`config.mk`:
```
export PLATFORM = sky130hd
export DESIGN_NAME = digit_serial_add_sub
export DESIGN_NICKNAME = d
export VERILOG_FILES = /design/src/rtl/digit_serial_add_sub.sv
export SDC_FILE = /design/constraint.sdc
export NUM_CORES = 1
export LEC_CHECK = 0
export BUFFER_PORTS_ARGS = -buffer_cell sky130_fd_sc_hd__buf_2
export CORE_MARGIN = 4
export CORE_UTILIZATION = 43
export CTS_CLUSTER_SIZE = 10
export DETAILED_ROUTE_END_ITERATION = 8
export PLACE_DENSITY = 0.67
export SLEW_MARGIN = 25
export SYNTH_ARGS = -nofsm -noshare
export SYNTH_HDL_FRONTEND = slang
export SYNTH_SLANG_ARGS = --single-unit
```
`constraint.sdc`:
```
create_clock -name clk -period 9.1 [get_ports clk]
set_input_delay 1.82 -clock clk [delete_from_list [all_inputs] [get_ports clk]]
set_output_delay 1.82 -clock clk [all_outputs]
set_load 0.02 [all_outputs]
```
`src/rtl/digit_serial_add_sub.sv`:
```
// Digit-serial adder/subtractor: WIDTH-bit operands processed DIGIT bits per clock, LSB digit first,
// with the carry held in a register between digits and valid/ready handshakes on both sides.
//
// state | meaning
// IDLE  | in_ready high, waiting for an operand pair
// RUN   | one digit per clock, STEPS clocks in total
// DONE  | out_valid high, result held until out_ready
module digit_serial_add_sub #(
  parameter int WIDTH = 16,
  parameter int DIGIT = 4
) (
  input  logic             clk,
  input  logic             rst_n,
  input  logic             in_valid,
  output logic             in_ready,
  input  logic [WIDTH-1:0] a,
  input  logic [WIDTH-1:0] b,
  input  logic             c_in,
  input  logic             sub,
  output logic             out_valid,
  input  logic             out_ready,
  output logic [WIDTH-1:0] sum,
  output logic             c_out,
  output logic             overflow
);

  localparam int STEPS = WIDTH / DIGIT;
  localparam int SW    = (STEPS > 1) ? $clog2(STEPS) : 1;

  localparam logic [1:0] IDLE = 2'd0;
  localparam logic [1:0] RUN  = 2'd1;
  localparam logic [1:0] DONE = 2'd2;

  if (WIDTH < 2 || DIGIT < 1 || DIGIT > WIDTH || (WIDTH % DIGIT) != 0) begin : g_bad_param
    $error("digit_serial_add_sub: WIDTH must be >= 2 and a multiple of DIGIT");
  end

  logic [1:0]                  state;
  logic [SW-1:0]               step;
  logic [STEPS-1:0][DIGIT-1:0] op_a;
  logic [STEPS-1:0][DIGIT-1:0] op_b;
  logic [STEPS-1:0][DIGIT-1:0] sum_r;
  logic                        carry;
  logic                        c_out_r;
  logic                        overflow_r;

  logic [DIGIT-1:0] dig_a;
  logic [DIGIT-1:0] dig_b;
  logic [DIGIT-1:0] dig_s;
  logic [DIGIT:0]   chain;
  logic             last_step;

  assign dig_a     = op_a[step];
  assign dig_b     = op_b[step];
  assign last_step = (step == SW'(STEPS - 1));

  // One ripple-carry chain, DIGIT bits long, shared by every digit position.
  always_comb begin
    chain    = '0;
    dig_s    = '0;
    chain[0] = carry;
    for (int i = 0; i < DIGIT; i++) begin
      dig_s[i]     = dig_a[i] ^ dig_b[i] ^ chain[i];
      chain[i + 1] = (dig_a[i] & dig_b[i]) | (chain[i] & (dig_a[i] ^ dig_b[i]));
    end
  end

  always_ff @(posedge clk or negedge rst_n) begin
    if (!rst_n) begin
      state      <= IDLE;
      step       <= '0;
      op_a       <= '0;
      op_b       <= '0;
      sum_r      <= '0;
      carry      <= 1'b0;
      c_out_r    <= 1'b0;
      overflow_r <= 1'b0;
    end else begin
      case (state)
        IDLE: begin
          if (in_valid) begin
            // Subtraction is a + ~b + ~borrow, so only the operand and carry-in are inverted.
            op_a  <= a;
            op_b  <= sub ? ~b : b;
            carry <= c_in ^ sub;
            step  <= '0;
            state <= RUN;
          end
        end
        RUN: begin
          sum_r[step] <= dig_s;
          carry       <= chain[DIGIT];
          if (last_step) begin
            c_out_r    <= chain[DIGIT];
            overflow_r <= chain[DIGIT] ^ chain[DIGIT-1];
            step       <= '0;
            state      <= DONE;
          end else begin
            step <= step + 1'b1;
          end
        end
        DONE: begin
          if (out_ready) begin
            state <= IDLE;
          end
        end
        default: begin
          state <= IDLE;
        end
      endcase
    end
  end

  assign in_ready  = (state == IDLE);
  assign out_valid = (state == DONE);
  assign sum       = sum_r;
  assign c_out     = c_out_r;
  assign overflow  = overflow_r;

endmodule

```
# Yosys cells after proc, flatten, opt, wreduce, memory -nomap -nowiden
# Cells that the tools add are included.
[word_totals]
register_bits = 55
in_bits = 38
output_inout_bits = 20
word_cells = 73
[classes]
add_sub_neg = 1
order_cmp = 2
eq_ne = 6
mux = 17
bitwise_logic = 23
reduce_logical = 7
[op_table]
columns = ["op", "count"]
rows = [
  ["$bmux W4 S2", 2],
  ["$bwmux W16", 1],
  ["$mux W16", 1],
  ["$not A16 Y16", 1],
  ["$mux W4", 3],
  ["$mux W2", 5],
  ["$xor A1 B1 Y1", 10],
  ["$and A1 B1 Y1", 8],
  ["$demux W4 S2", 1],
  ["$pmux W2 S3", 1],
  ["$reduce_and A2 Y1", 3],
  ["$eq A2 B2 Y1 const B", 2],
  ["$ne A2 B2 Y1 const B", 2],
  ["$or A1 B1 Y1", 4],
  ["$pmux W2 S2", 1],
  ["$lt A2 B3 Y1 const B", 1],
  ["$reduce_and A3 Y1", 1],
  ["$add A2 B1 Y2 const B", 1],
  ["$eq A2 B1 Y1 const B", 1],
  ["$ge A2 B1 Y1 const B", 1],
  ["$logic_not A2 Y1", 1],
  ["$ne A2 B1 Y1 const B", 1],
  ["$pmux W1 S2", 1],
  ["$reduce_bool A2 Y1", 1],
  ["other kinds (2)", 2],
]

# Depth between registers and ports, before layout
[logic_depth]
word_depth = 12
ltp_mapped = 11
depth_no_buf = 10

# Worst setup path before layout
# OpenSTA, ideal clock, no wires.
[synth_path]
kind = "register -> register"
startpoint = "register step[0]"
endpoint = "register sum_r (netlist bit sum[15])"
setup_ps = 79
arrival_ps = 2837
t_required_ps = 9021
slack_ps = 6184
path_stages_with_launch = 11
n_path_buf = 1
synth_period_minus_slack_ps = 2916
cell_sequence = "dfrtp_1 -> buf_2 -> mux4_2 -> inv_1 -> fa_1 -> inv_1 -> fa_1 -> fa_1 -> inv_1 -> fa_1 -> mux2i_1"
[synth_between]
elab_chain_cells = 11
elab_cells_between_ends = 24
cone_classes = "order compare (2); mux (7); bitwise (14); reduce/logical (1)"
[synth_lines]
columns = ["item", "line", "rtl"]
rows = [
  ["from (decl)", "39", "logic [SW-1:0] step;"],
  ["from (signal assigned)", "99", "step <= step + 1'b1;"],
  ["$bmux W4 S2 (on tied branches)", "53, 54", ""],
  ["$mux W4 (on tied branches)", "53, 54", ""],
  ["$xor A1 B1 Y1", "64", "chain[i + 1] = (dig_a[i] & dig_b[i]) | (chain[i] & (dig_a[i] ^ dig_b[i]));"],
  ["$and A1 B1 Y1", "64", ""],
  ["$or A1 B1 Y1", "64", ""],
  ["$and A1 B1 Y1", "64", ""],
  ["$or A1 B1 Y1", "64", ""],
  ["$and A1 B1 Y1", "64", ""],
  ["$or A1 B1 Y1", "64", ""],
  ["$xor A1 B1 Y1", "63", "dig_s[i] = dig_a[i] ^ dig_b[i] ^ chain[i];"],
  ["$bwmux W16 (*)", "91", "sum_r[step] <= dig_s;"],
  ["to (signal, indexed assignment)", "91", ""],
  ["to (decl)", "42", "logic [STEPS-1:0][DIGIT-1:0] sum_r;"],
]
# Every way passes the cells marked *; elsewhere a longest branch is shown, timed or not. The select of a mux whose other input is x is not followed.
# A chain may end at the register's enable or synchronous reset.

# Final worst setup path
[layout_path]
startpoint = "register step[0]"
endpoint = "register sum_r (netlist bit sum[11])"
# Same word-level chain as after synthesis.

==> flow_summary.toml <==
[run_status]
outcome = "completed"

[sta]
slew_headroom_pct = 53.5
setup_viol = 0
max_freq_mhz = 309
tns_ps = 0
rsz0062_at_grt = "false"
fin_crit_ps = 3230
maxSlewViolCount = 0
final_hold_viol_count = 0
fin_skew_ps = 2.92
layout_setup_ws_ps = 5870
tightest_slew_ps = 698
finalCritPeriodShare_pct = 35.5

[cells_and_area]
n_antenna_cell = 0
drive_gt1_share_pct = 47.5
n_fill_cell = 555
final_core_util_pct = 51.6
stdcell_count = 317
nets = 288
syn2layout_area_growth_pct = 15.7

[synthesis]
post_synth_most_frequent_cells = "55 x dfrtp_1, 39 x mux2_2, 20 x inv_1, 17 x xor2_1, 9 x mux2i_1"
yosys_warnings = 0
synth_mux_area_share_pct = 27.4
synthXorXnorAreaFrac_pct = 5.90
synth_compound_area_share_pct = 1.69
ys_seq_area_share_pct = 51.5
synth_area_um2 = 2670
yosys.area.top_type = "dfrtp_1"
synth_top_family_by_area = "multiplexers"
synth.top_cell.area_share_pct = 51.5
synth_area_per_cell_um2 = 14.4
syn-num-nets = 231
yosys.area_share.simple_pct = 3.47
synth_edf_count = 0
ys_async_sr_fraction_pct = 100
post-synth-top-count-cell = "dfrtp_1"
netlist_instances = 185
synthAdderAreaFrac_pct = 4.87
yosys-top-cells-area = "dfrtp_1 52%, mux2_2 16%, mux4_2 6.7%, xor2_1 5.6%, mux2i_1 3.4%"
ys_seq_elements = 55
yosysUniqueCellTypes = 26
synthFlopType = "dfrtp_1"

[setup_path]
worst_ep_required_time_ps = 9330
crit_chain = "mux4_2, inv_1, fa_1, inv_1, fa_1, fa_1, inv_1, fa_1, mux2i_1"
cpMaxStageDelayCell = "dfrtp_1"
path_common_cell = "fa_1"
critPathBufInv = 3
crit_family = "adder cells"
crit_start = "step[0]"
crit_type = "register to register"
critical_path_arrival_ps = 3460
crit_fanout = 13
cpPeakStageDelay_ps = 760
crit_path_end_kind = "register"
timing.rr.start = "step[0]"
start_kind = "register"

[pwr]
vdd_drop_max_mv = 0.184
p_sw_uw = 461
total_power_mw = 1.22
power.leakage_nw = 1.51
pwr-share-comb_pct = 50.9
seqPwrFrac_pct = 38.1
p_clk_share_pct = 11.0
swShare_pct = 37.7
internal_power_uw = 760
power.density_nw_per_um2 = 395

[die]
rows = 28
dieArea_um2 = 7540
fp.dieH_um = 86.8
initial_core_util_pct = 44.6
die_w_um = 86.8
core-area_um2 = 5990
io_pins = 58

[clock_tree]
cts_made_buffers = 5
cts.path.max_buffers = 2
path_clk_slew_ps = 90
cts.sinks = 55
cts_setup_buffers = 0
hold_buffers = 0
cts_tree = "built"
cts.repair.resized = 0
cts-root-buf = "clkbuf_8"
htree_levels = 2
clk_latency_ps = 300

[global_route]
antenna_found_initial = 0
grt_pass1_wl_um = 7800
track_usage_pct = 13.4
grt_max_degree = 56
grt-ovfl-total = 0
grt_pass1_vias = 1635

[routing]
first_pass_iters = 4
via_per_inst = 4.97
vias = 1574
ant_nets = 0
drt-initial-drc-count = 50
drc = 0
wl_per_cell_um = 14.6
wirelength_um = 4630

[flow_run]
drv_cap = 0

[placed_design]
port_buffers = 57
placedCellCount = 310
gp_congestion = 0.726
place_ws_ps = 5830
place_hpwl_um = 3390

[min_path]
min_from = "op_a[7]"
hold_class = "register to register"
cell type report:
class	count	area (um2)	area share [%]
multi-input combinational	101	1160	37.4
sequential	55	1380	44.5
clock inverter	1	5.00	0.162
clock buffer	6	82.6	2.67
timing repair buffer	59	300	9.72
tap	75	93.8	3.04
inverter	20	75.1	2.43
final timing paths:
| check | endpoint | slack (ps) | cells after the start |
|---|---|---|---|
| worst max-delay path | sum[11] | 5870 | 9 |
| worst min-delay path | op_a[7] | 500 | 1 |
| worst max register to register | sum[11] | 5870 | 9 |
| worst min register to register | op_a[7] | 500 | 1 |
| max in group asynchronous | op_b[4] | 7010 | 2 |
| min in group asynchronous | sum[6] | 1650 | 2 |
cell usage in the layout (no fill, tap or decap):
master / synthesis / final
a21o_1: 2 / 2
a221o_1: 1 / 1
buf_2: 5 / 57
buf_4: 0 / 2
clkbuf_8: 0 / 6
clkinv_2: 0 / 1
dfrtp_1: 55 / 55
fa_1: 4 / 4
ha_1: 4 / 4
inv_1: 20 / 20
mux2_1: 2 / 2
mux2_2: 39 / 39
mux2i_1: 9 / 9
mux4_2: 8 / 8
nand2b_1: 1 / 1
nand3b_1: 4 / 4
nand3b_2: 1 / 1
nor2_1: 1 / 1
nor2b_1: 1 / 1
nor3b_1: 1 / 1
nor3b_4: 1 / 1
nor4b_1: 1 / 1
o21ai_0: 1 / 1
o21bai_1: 1 / 1
o31ai_1: 1 / 1
xnor2_1: 1 / 1
xor2_1: 17 / 17
logic make-up (layout without fill, tap and decap cells):
| logic type | Yosys count | count (layout) |
|---|---|---|
| flops | 55 | 55 |
| simple gates | 11 | 11 |
| xor+xnor | 18 | 18 |
| fa+ha+maj | 8 | 8 |
| mux | 58 | 58 |
| compound gates | 6 | 6 |
| buf+inv | 29 | 86 |
power groups by stage:
stage / clock (mW) / combinational [mW] / sequential (mW)
2_1_floorplan: 0 / 0.465 / 0.479
4_1_cts: 0.139 / 0.638 / 0.469
3_3_place_gp: 0 / 0.620 / 0.471
6_report: 0.134 / 0.622 / 0.465
5_1_grt: 0.149 / 0.691 / 0.486
3_5_place_dp: 0 / 0.638 / 0.474
registers in the layout, summed over array words and instances (netlist names):
name / count
op_a: 16
op_b: 16
sum: 16
state: 2
step: 2
c_out: 1
carry: 1
overflow: 1
routing by layer:
metal	track usage, %	vias to the layer above	wire length, um
li1	-	741	-
met1	18.3	784	2120
met2	21.0	42	2160
met3	3.52	7	286
met4	4.25	0	63
met5	0	-	0
per-stage QoR:
stage / area (um2) / hold WS (ps)
floorplan: 2670 / 453
global placement: 3000 / 482
detailed placement: 3000 / 488
CTS: 3090 / 508
global route: 3090 / 515
finish: 3090 / 505
Power figures use the tool's default switching activity.
